<file path="config.mk">
export PLATFORM = sky130hd
export DESIGN_NAME = crc_pkt_buffer
export DESIGN_NICKNAME = d
export VERILOG_FILES = /design/src/rtl/crc_pkt_buffer.sv
export SDC_FILE = /design/constraint.sdc
export NUM_CORES = 1
export LEC_CHECK = 0
export ABC_CLOCK_PERIOD_IN_PS = 13200
export CAP_MARGIN = 20
export CORE_ASPECT_RATIO = 1.75
export CORE_UTILIZATION = 55
export DETAILED_ROUTE_END_ITERATION = 7
export PLACE_DENSITY = 0.71
export SLEW_MARGIN = 30
export SYNTH_ARGS = -nofsm -noshare
export SYNTH_HDL_FRONTEND = slang
export SYNTH_SLANG_ARGS = --single-unit
</file>
<file path="constraint.sdc">
create_clock -name clk -period 13.2 [get_ports clk]
set_clock_uncertainty 0.1 [all_clocks]
set_input_delay 1.98 -clock clk [delete_from_list [all_inputs] [get_ports clk]]
set_output_delay 1.98 -clock clk [all_outputs]
set_load 0.02 [all_outputs]
</file>
<file path="src/rtl/crc_pkt_buffer.sv">
// crc_pkt_buffer
//   Store-and-forward packet buffer placed after a CRC checker. Incoming
//   beats are written speculatively behind commit_ptr. On a good verdict
//   the payload (trailing CRC byte excluded) is committed and its length
//   queued. On a bad verdict, overflow or timeout the write pointer rewinds.
//   Committed packets are replayed on a valid/ready stream with sop/eop.
// Ports
//   clk, rst_n            clock, asynchronous active-low reset
//   wr_sop, wr_eop        packet framing pulses (no data)
//   wr_valid, wr_data     packet beats; the last beat is the CRC byte
//   crc_done, crc_pass    checker verdict strobe and result
//   rd_ready              downstream accepts the current rd beat
//   rd_valid, rd_data     payload beat out
//   rd_sop, rd_eop        first / last beat of a packet
//   pkt_drop, pkt_commit  one-cycle status pulses
//   pkt_cnt               committed packets not yet fully read
module crc_pkt_buffer #(
  parameter int DATA_WIDTH  = 8,
  parameter int DEPTH       = 64,
  parameter int LEN_DEPTH   = 8,
  parameter int CRC_TIMEOUT = 16
) (
  input  logic                        clk,
  input  logic                        rst_n,
  input  logic                        wr_sop,
  input  logic                        wr_eop,
  input  logic                        wr_valid,
  input  logic [DATA_WIDTH-1:0]       wr_data,
  input  logic                        crc_done,
  input  logic                        crc_pass,
  input  logic                        rd_ready,
  output logic                        rd_valid,
  output logic [DATA_WIDTH-1:0]       rd_data,
  output logic                        rd_sop,
  output logic                        rd_eop,
  output logic                        pkt_drop,
  output logic                        pkt_commit,
  output logic [$clog2(LEN_DEPTH):0]  pkt_cnt
);

  localparam int AW  = $clog2(DEPTH);
  localparam int PW  = AW + 1;
  localparam int LAW = $clog2(LEN_DEPTH);
  localparam int LPW = LAW + 1;
  localparam int TW  = $clog2(CRC_TIMEOUT) + 1;

  typedef enum logic [1:0] {W_IDLE = 2'd0, W_RECV = 2'd1, W_CRC_WAIT = 2'd2} wr_state_e;
  typedef enum logic {RD_IDLE = 1'b0, RD_DATA = 1'b1} rd_state_e;

  wr_state_e wr_state_r, wr_state_s;
  rd_state_e rd_state_r, rd_state_s;

  logic [DATA_WIDTH-1:0] mem_r [DEPTH];
  logic [PW-1:0]         lf_mem_r [LEN_DEPTH];

  logic [PW-1:0]  wr_ptr_r, commit_ptr_r, rd_ptr_r, cnt_r;
  logic           ovf_r;
  logic [TW-1:0]  timer_r;
  logic [LPW-1:0] lf_wr_r, lf_rd_r, lf_count_s;
  logic           lf_full_s, lf_empty_s;
  logic [PW-1:0]  lf_head_s;

  logic           full_s, timer_max_s;
  logic           write_s, ovf_set_s, verdict_s, timeout_drop_s, preempt_drop_s;
  logic [PW-1:0]  eff_ptr_s, eff_cnt_s;
  logic           eff_ovf_s, good_s, commit_s, drop_s;

  logic           accept_s, last_s, load_s, step_s;
  logic [PW-1:0]  rd_next_ptr_s;
  logic [PW-1:0]  len_r, beat_r;

  logic                  rd_valid_r, rd_sop_r, rd_eop_r, pkt_drop_r, pkt_commit_r;
  logic [DATA_WIDTH-1:0] rd_data_r;
  logic [LPW-1:0]        pkt_cnt_r;

  // Uncommitted writes may use every slot not yet read back.
  assign full_s      = (wr_ptr_r - rd_ptr_r) == PW'(DEPTH);
  assign timer_max_s = timer_r == TW'(CRC_TIMEOUT - 1);
  assign lf_count_s  = lf_wr_r - lf_rd_r;
  assign lf_full_s   = lf_count_s == LPW'(LEN_DEPTH);
  assign lf_empty_s  = lf_count_s == LPW'(0);
  assign lf_head_s   = lf_mem_r[lf_rd_r[LAW-1:0]];

  // Write FSM state register
  always_ff @(posedge clk or negedge rst_n) begin
    if (!rst_n) wr_state_r <= W_IDLE;
    else        wr_state_r <= wr_state_s;
  end

  // Write FSM next state; a new sop always restarts reception
  always_comb begin
    wr_state_s = wr_state_r;
    case (wr_state_r)
      W_IDLE:     if (wr_sop) wr_state_s = W_RECV; else wr_state_s = W_IDLE;
      W_RECV: begin
        if (wr_sop)                    wr_state_s = W_RECV;
        else if (wr_eop && crc_done)   wr_state_s = W_IDLE;
        else if (wr_eop)               wr_state_s = W_CRC_WAIT;
        else                           wr_state_s = W_RECV;
      end
      W_CRC_WAIT: begin
        if (wr_sop)                        wr_state_s = W_RECV;
        else if (crc_done || timer_max_s)  wr_state_s = W_IDLE;
        else                               wr_state_s = W_CRC_WAIT;
      end
      default:    wr_state_s = W_IDLE;
    endcase
  end

  // Write FSM actions. The eff_* values include this cycle's beat so a
  // verdict arriving together with eop (and the CRC beat) sees it.
  always_comb begin
    write_s        = 1'b0;
    ovf_set_s      = 1'b0;
    verdict_s      = 1'b0;
    timeout_drop_s = 1'b0;
    preempt_drop_s = 1'b0;
    case (wr_state_r)
      W_RECV: begin
        write_s   = ~wr_sop & wr_valid & ~full_s;
        ovf_set_s = ~wr_sop & wr_valid & full_s;
        verdict_s = ~wr_sop & wr_eop & crc_done;
      end
      W_CRC_WAIT: begin
        verdict_s      = ~wr_sop & crc_done;
        timeout_drop_s = ~wr_sop & ~crc_done & timer_max_s;
        preempt_drop_s = wr_sop;
      end
      default: begin
        write_s = 1'b0;
      end
    endcase
    eff_ptr_s = wr_ptr_r + PW'(write_s);
    eff_cnt_s = cnt_r + PW'(write_s);
    eff_ovf_s = ovf_r | ovf_set_s;
    good_s    = crc_pass & ~eff_ovf_s & (eff_cnt_s >= PW'(2)) & ~lf_full_s;
    commit_s  = verdict_s & good_s;
    drop_s    = (verdict_s & ~good_s) | timeout_drop_s | preempt_drop_s;
  end

  // Write-side pointers, beat count, overflow flag and verdict timer
  always_ff @(posedge clk or negedge rst_n) begin
    if (!rst_n) begin
      wr_ptr_r     <= PW'(0);
      commit_ptr_r <= PW'(0);
      cnt_r        <= PW'(0);
      ovf_r        <= 1'b0;
      timer_r      <= TW'(0);
    end else begin
      if (wr_sop || drop_s) wr_ptr_r <= commit_ptr_r;
      else                  wr_ptr_r <= eff_ptr_s;
      // commit point sits just before the CRC byte
      if (commit_s) commit_ptr_r <= eff_ptr_s - PW'(1);
      else          commit_ptr_r <= commit_ptr_r;
      if (wr_sop) begin
        cnt_r <= PW'(0);
        ovf_r <= 1'b0;
      end else begin
        cnt_r <= eff_cnt_s;
        ovf_r <= eff_ovf_s;
      end
      if (wr_state_r == W_CRC_WAIT) timer_r <= timer_r + TW'(1);
      else                          timer_r <= TW'(0);
    end
  end

  // Payload RAM write port
  always_ff @(posedge clk) begin
    if (write_s) mem_r[wr_ptr_r[AW-1:0]] <= wr_data;
  end

  // Length FIFO storage; length excludes the CRC byte
  always_ff @(posedge clk) begin
    if (commit_s) lf_mem_r[lf_wr_r[LAW-1:0]] <= eff_cnt_s - PW'(1);
  end

  // Length FIFO pointers; the head is popped only once its eop beat is
  // accepted, so a packet being replayed still occupies its entry
  always_ff @(posedge clk or negedge rst_n) begin
    if (!rst_n) begin
      lf_wr_r <= LPW'(0);
      lf_rd_r <= LPW'(0);
    end else begin
      if (commit_s) lf_wr_r <= lf_wr_r + LPW'(1);
      else          lf_wr_r <= lf_wr_r;
      if (last_s)   lf_rd_r <= lf_rd_r + LPW'(1);
      else          lf_rd_r <= lf_rd_r;
    end
  end

  // Read FSM state register
  always_ff @(posedge clk or negedge rst_n) begin
    if (!rst_n) rd_state_r <= RD_IDLE;
    else        rd_state_r <= rd_state_s;
  end

  // Read FSM next state
  always_comb begin
    rd_state_s = rd_state_r;
    case (rd_state_r)
      RD_IDLE: if (!lf_empty_s) rd_state_s = RD_DATA; else rd_state_s = RD_IDLE;
      RD_DATA: if (last_s)      rd_state_s = RD_IDLE; else rd_state_s = RD_DATA;
      default: rd_state_s = RD_IDLE;
    endcase
  end

  // Read FSM actions
  always_comb begin
    accept_s      = rd_valid_r & rd_ready;
    last_s        = accept_s & rd_eop_r;
    load_s        = 1'b0;
    step_s        = 1'b0;
    rd_next_ptr_s = rd_ptr_r + PW'(1);
    case (rd_state_r)
      RD_IDLE: load_s = ~lf_empty_s;
      RD_DATA: step_s = accept_s & ~rd_eop_r;
      default: load_s = 1'b0;
    endcase
  end

  // Read-side pointer and registered stream outputs
  always_ff @(posedge clk or negedge rst_n) begin
    if (!rst_n) begin
      rd_ptr_r   <= PW'(0);
      rd_valid_r <= 1'b0;
      rd_data_r  <= {DATA_WIDTH{1'b0}};
      rd_sop_r   <= 1'b0;
      rd_eop_r   <= 1'b0;
      len_r      <= PW'(0);
      beat_r     <= PW'(0);
    end else begin
      if (accept_s) rd_ptr_r <= rd_next_ptr_s;
      else          rd_ptr_r <= rd_ptr_r;
      if (load_s) begin
        rd_valid_r <= 1'b1;
        rd_data_r  <= mem_r[rd_ptr_r[AW-1:0]];
        rd_sop_r   <= 1'b1;
        rd_eop_r   <= lf_head_s == PW'(1);
        len_r      <= lf_head_s;
        beat_r     <= PW'(1);
      end else if (step_s) begin
        rd_data_r  <= mem_r[rd_next_ptr_s[AW-1:0]];
        rd_sop_r   <= 1'b0;
        rd_eop_r   <= (beat_r + PW'(1)) == len_r;
        beat_r     <= beat_r + PW'(1);
      end else if (last_s) begin
        rd_valid_r <= 1'b0;
        rd_sop_r   <= 1'b0;
        rd_eop_r   <= 1'b0;
      end else begin
        rd_valid_r <= rd_valid_r;
      end
    end
  end

  // Status pulses and committed-packet counter
  always_ff @(posedge clk or negedge rst_n) begin
    if (!rst_n) begin
      pkt_commit_r <= 1'b0;
      pkt_drop_r   <= 1'b0;
      pkt_cnt_r    <= LPW'(0);
    end else begin
      pkt_commit_r <= commit_s;
      pkt_drop_r   <= drop_s;
      case ({commit_s, last_s})
        2'b10:   pkt_cnt_r <= pkt_cnt_r + LPW'(1);
        2'b01:   pkt_cnt_r <= pkt_cnt_r - LPW'(1);
        default: pkt_cnt_r <= pkt_cnt_r;
      endcase
    end
  end

  assign rd_valid   = rd_valid_r;
  assign rd_data    = rd_data_r;
  assign rd_sop     = rd_sop_r;
  assign rd_eop     = rd_eop_r;
  assign pkt_drop   = pkt_drop_r;
  assign pkt_commit = pkt_commit_r;
  assign pkt_cnt    = pkt_cnt_r;

endmodule

</file>
==> flow_summary_export.csv <==
group,metric,value,unit
sta,whs,373.6,ps
synth,synthesis_warning_total,0,
critical_path,worstSetupPathType,"flip-flop to flip-flop",
detailed_routing,drt_iter0_markers,1544,
clock_network,clk_transition_reported_paths,70,ps
status,failed_checks,"design-rule violations",
sta,setup-violations-final,0,
clock_network,max-clock-path-buffers,3,
place,gpl_congestion,0.9715,
detailed_routing,num_vias,17150,
synth,synth.distinct_cells,61,
sta,unrepaired_setup_endpoints_after_global_routing,"false",
pwr,powerDensity,221.3,nW/um^2
synth,synth_area_per_cell,16.99,sq um
global_routing,grt_max_degree,71,
clock_network,postcts_resize_cnt,0,
synth,post_synth_instance_area,30270,sq um
global_routing,first_global_vias,17990,
sta,timing.slew.headroom,26.65,%
cells_and_area,fillerInstances,3927,
pwr,max-vdd-ir-drop,0.1844,mV
synth,synth_top_flop_cell,"edfxtp_1",
synth,syn-num-nets,1828,
synth,number_of_enable_type_register_cells_in_the_synthesized_netlist,568,
critical_path,critPathCaptureType,"flip-flop",
sta,report.final.slew_viol_count,0,
critical_path,cp_max_fo,39,
floorplanning,number_of_cell_rows,113,
clock_network,clk_latency,620,ps
floorplanning,die-width,179.3,um
synth,asyncSetResetFlopFracSynth,11.80,%
cells_and_area,antenna_diode_count,0,
clock_network,tritoncts,"done",
critical_path,worst_setup_path_start_kind,"flip-flop",
detailed_routing,wl_cell,30.86,um
clock_network,tritoncts_num_sinks,644,
synth,postSynthRegisterBits,644,
sta,fmaxAchievable,150.7,MHz
synth,synth-seq-area-share,62.63,%
synth,yosysTopAreaCell,"edfxtp_1",
detailed_routing,route.detailed.drc,6,
cells_and_area,fin_nets,1823,
floorplanning,design.core.area,54290,sq um
global_routing,gr-usage-all-layers,28.71,%
synth,post_synth_most_frequent_cells,"edfxtp_1, mux4_2, nor2_1",
cells_and_area,final_cell_area,33200,sq um
detailed_routing,drt_pre_antenna_iters,7,
cells_and_area,area_delta_synth_final,9.673,%
clock_network,htree_num_levels,2,
critical_path,worst-r2r-setup-slack,6560,ps
clock_network,holdBufCountCts,0,
place,portBuffers,32,
synth,postSynthCellCount,1782,
pwr,leakage_power_summed_over_all_cells,10.88,nW
cells_and_area,post-route-util,61.14,%
place,placement.cell_area,31260,sq um
sta,tightest_slew,1072,ps
detailed_routing,vias_per_cell,6.826,
clock_network,num_cts_buffers,54,
hold_path,worstHoldPathType,"flip-flop to flip-flop",
clock_network,clock_tree.root_cell,"clkbuf_16",
cells_and_area,final_layout_size_suffix_gt1_share,24.90,%
critical_path,critPathRequiredTime,13590,ps
sta,min_period_over_period,50.28,%
global_routing,global_route.overflow_total,0,
status,outcome,"finished, violations left",
flow_run,max_cap_viol_count,0,
floorplanning,die_height,312.3,um
pwr,p_total,7.347,mW
floorplanning,fp.dieArea,56010,sq um
synth,synthDominantCellAreaShare,56.35,%
sta,final_hold_viol_count,0,
critical_path,worst-endpoint-arrival,7020,ps
detailed_routing,postRouteWirelength,77550,um
floorplanning,floorplan.initialDensity,55.75,%
global_routing,antenna_found_initial,1,
global_routing,grt_first_pass_wirelength,114400,um
sta,final.setup.tns,0,ps
floorplanning,top_ports,33,
synth,synth.top_cells.by_area,"edfxtp_1, mux4_2, dfrtp_1",
sta,final_period_minus_worst_setup_slack,6637,ps
clock_network,post-cts-setup-buffers,0,
detailed_routing,detail-route-antenna-nets,0,
place,dpl.hpwl,53130,um
synth,yosys.cell_count.top_type,"edfxtp_1",
[sequential cells by signal, indices dropped and copies added (netlist names), 2 cells and up]
register and flops:
beat_r 7, cnt_r 7, commit_ptr_r 7, len_r 7
lf_mem_r 56, lf_rd_r 4, lf_wr_r 4, mem_r 512
pkt_cnt 4, rd_data 8, rd_ptr_r 7, timer_r 5
wr_ptr_r 7, wr_state_r 2
[cells by family after synthesis]
group                    count (synthesis)  synth area share (%)
XOR/XNOR                                60                 1.736
adder cells (fa/ha/maj)                 30                 1.240
multiplexers                           344                 21.99
flip-flops                             644                 62.63
AND/OR/NAND/NOR                        353                 5.634
AO/OA/AOI/OAI                          198                 4.638
buffers and inverters                  153                 2.125
[final timing paths]
path | from | to | cells after the start
worst max-delay path | rd_ptr_r[2] | pkt_cnt[2] | 22
worst max register to register | rd_ptr_r[2] | pkt_cnt[2] | 22
min in group asynchronous | rst_n | rd_valid | 1
worst min register to register | timer_r[0] | timer_r[0] | 1
worst min-delay path | timer_r[0] | timer_r[0] | 1
max in group asynchronous | rst_n | rd_ptr_r[0] | 2
[through the flow]
stage	setup WS, ps	cells
floorplan	7381	1782
global placement	6612	2410
detailed placement	6366	2410
CTS	6540	2512
global route	6132	2513
finish	6563	2513
[placed cells by master (no fill, tap or decap), types with 6 or more instances in the layout]
master           count
a2111oi_2            6
a21oi_1             37
a22o_1              15
a22oi_1             32
a31oi_1              8
a32oi_1              8
a41oi_1              8
and2_1              12
and3_1               7
buf_4               34
bufinv_16            6
clkbuf_1            12
clkbuf_16           57
clkdlybuf4s50_1     23
clkinv_2            10
dfrtp_1             73
edfxtp_1           568
ha_1                29
inv_1               29
mux2_2              18
mux2i_1             71
mux4_2             255
nand2_1             97
nand3_1             46
nand3b_1             7
nand4_1             23
nor2_1              88
nor2_2              18
nor2b_1              6
nor3_1              11
o211ai_1             7
o21ai_0             21
o221ai_1            10
o22ai_1             19
xnor2_1             35
xor2_1              21
[report_power, final]
part / internal (mW) / switching, mW
logic: 1.39 / 1.83
registers: 2.30 / 0.150
clock network: 0.938 / 0.730
total: 4.63 / 2.71
[metal layers]
metal / share of wire, % / GRT usage, %
met5: 0.017 / 0
met4: 7.8 / 19.60
met3: 5.5 / 3.942
met2: 54 / 50.74
met1: 33 / 31.48
[layout make-up]
class                      instances  area, sq um  area share [%]
clock buffer                      74         1540           4.640
clock inverter                    28        310.3          0.9348
inverter                          31        116.4          0.3505
multi-input combinational        985        10850           32.69
sequential                       644        18970           57.14
tap                              690        863.3           2.601
timing repair buffer              61        546.8           1.647
[critical path, stage by stage, from the launching register on]
cell and delay [ps]:
dfrtp_4 940, inv_1 250, ha_1 390, nor2_1 140, a21oi_1 80, or3_1 400, nor4_2 590, nor3_2 240
ha_1 260, ha_1 280, and2_1 230, nand4_1 110, xor2_1 110, and4b_1 260, a2111oi_4 500, nand2_4 290
ha_1 370, xor2_1 170, ha_1 190, a21oi_1 180, xor2_1 190, nor2_1 80, xnor2_1 120
(Power assumes the default switching activity.)
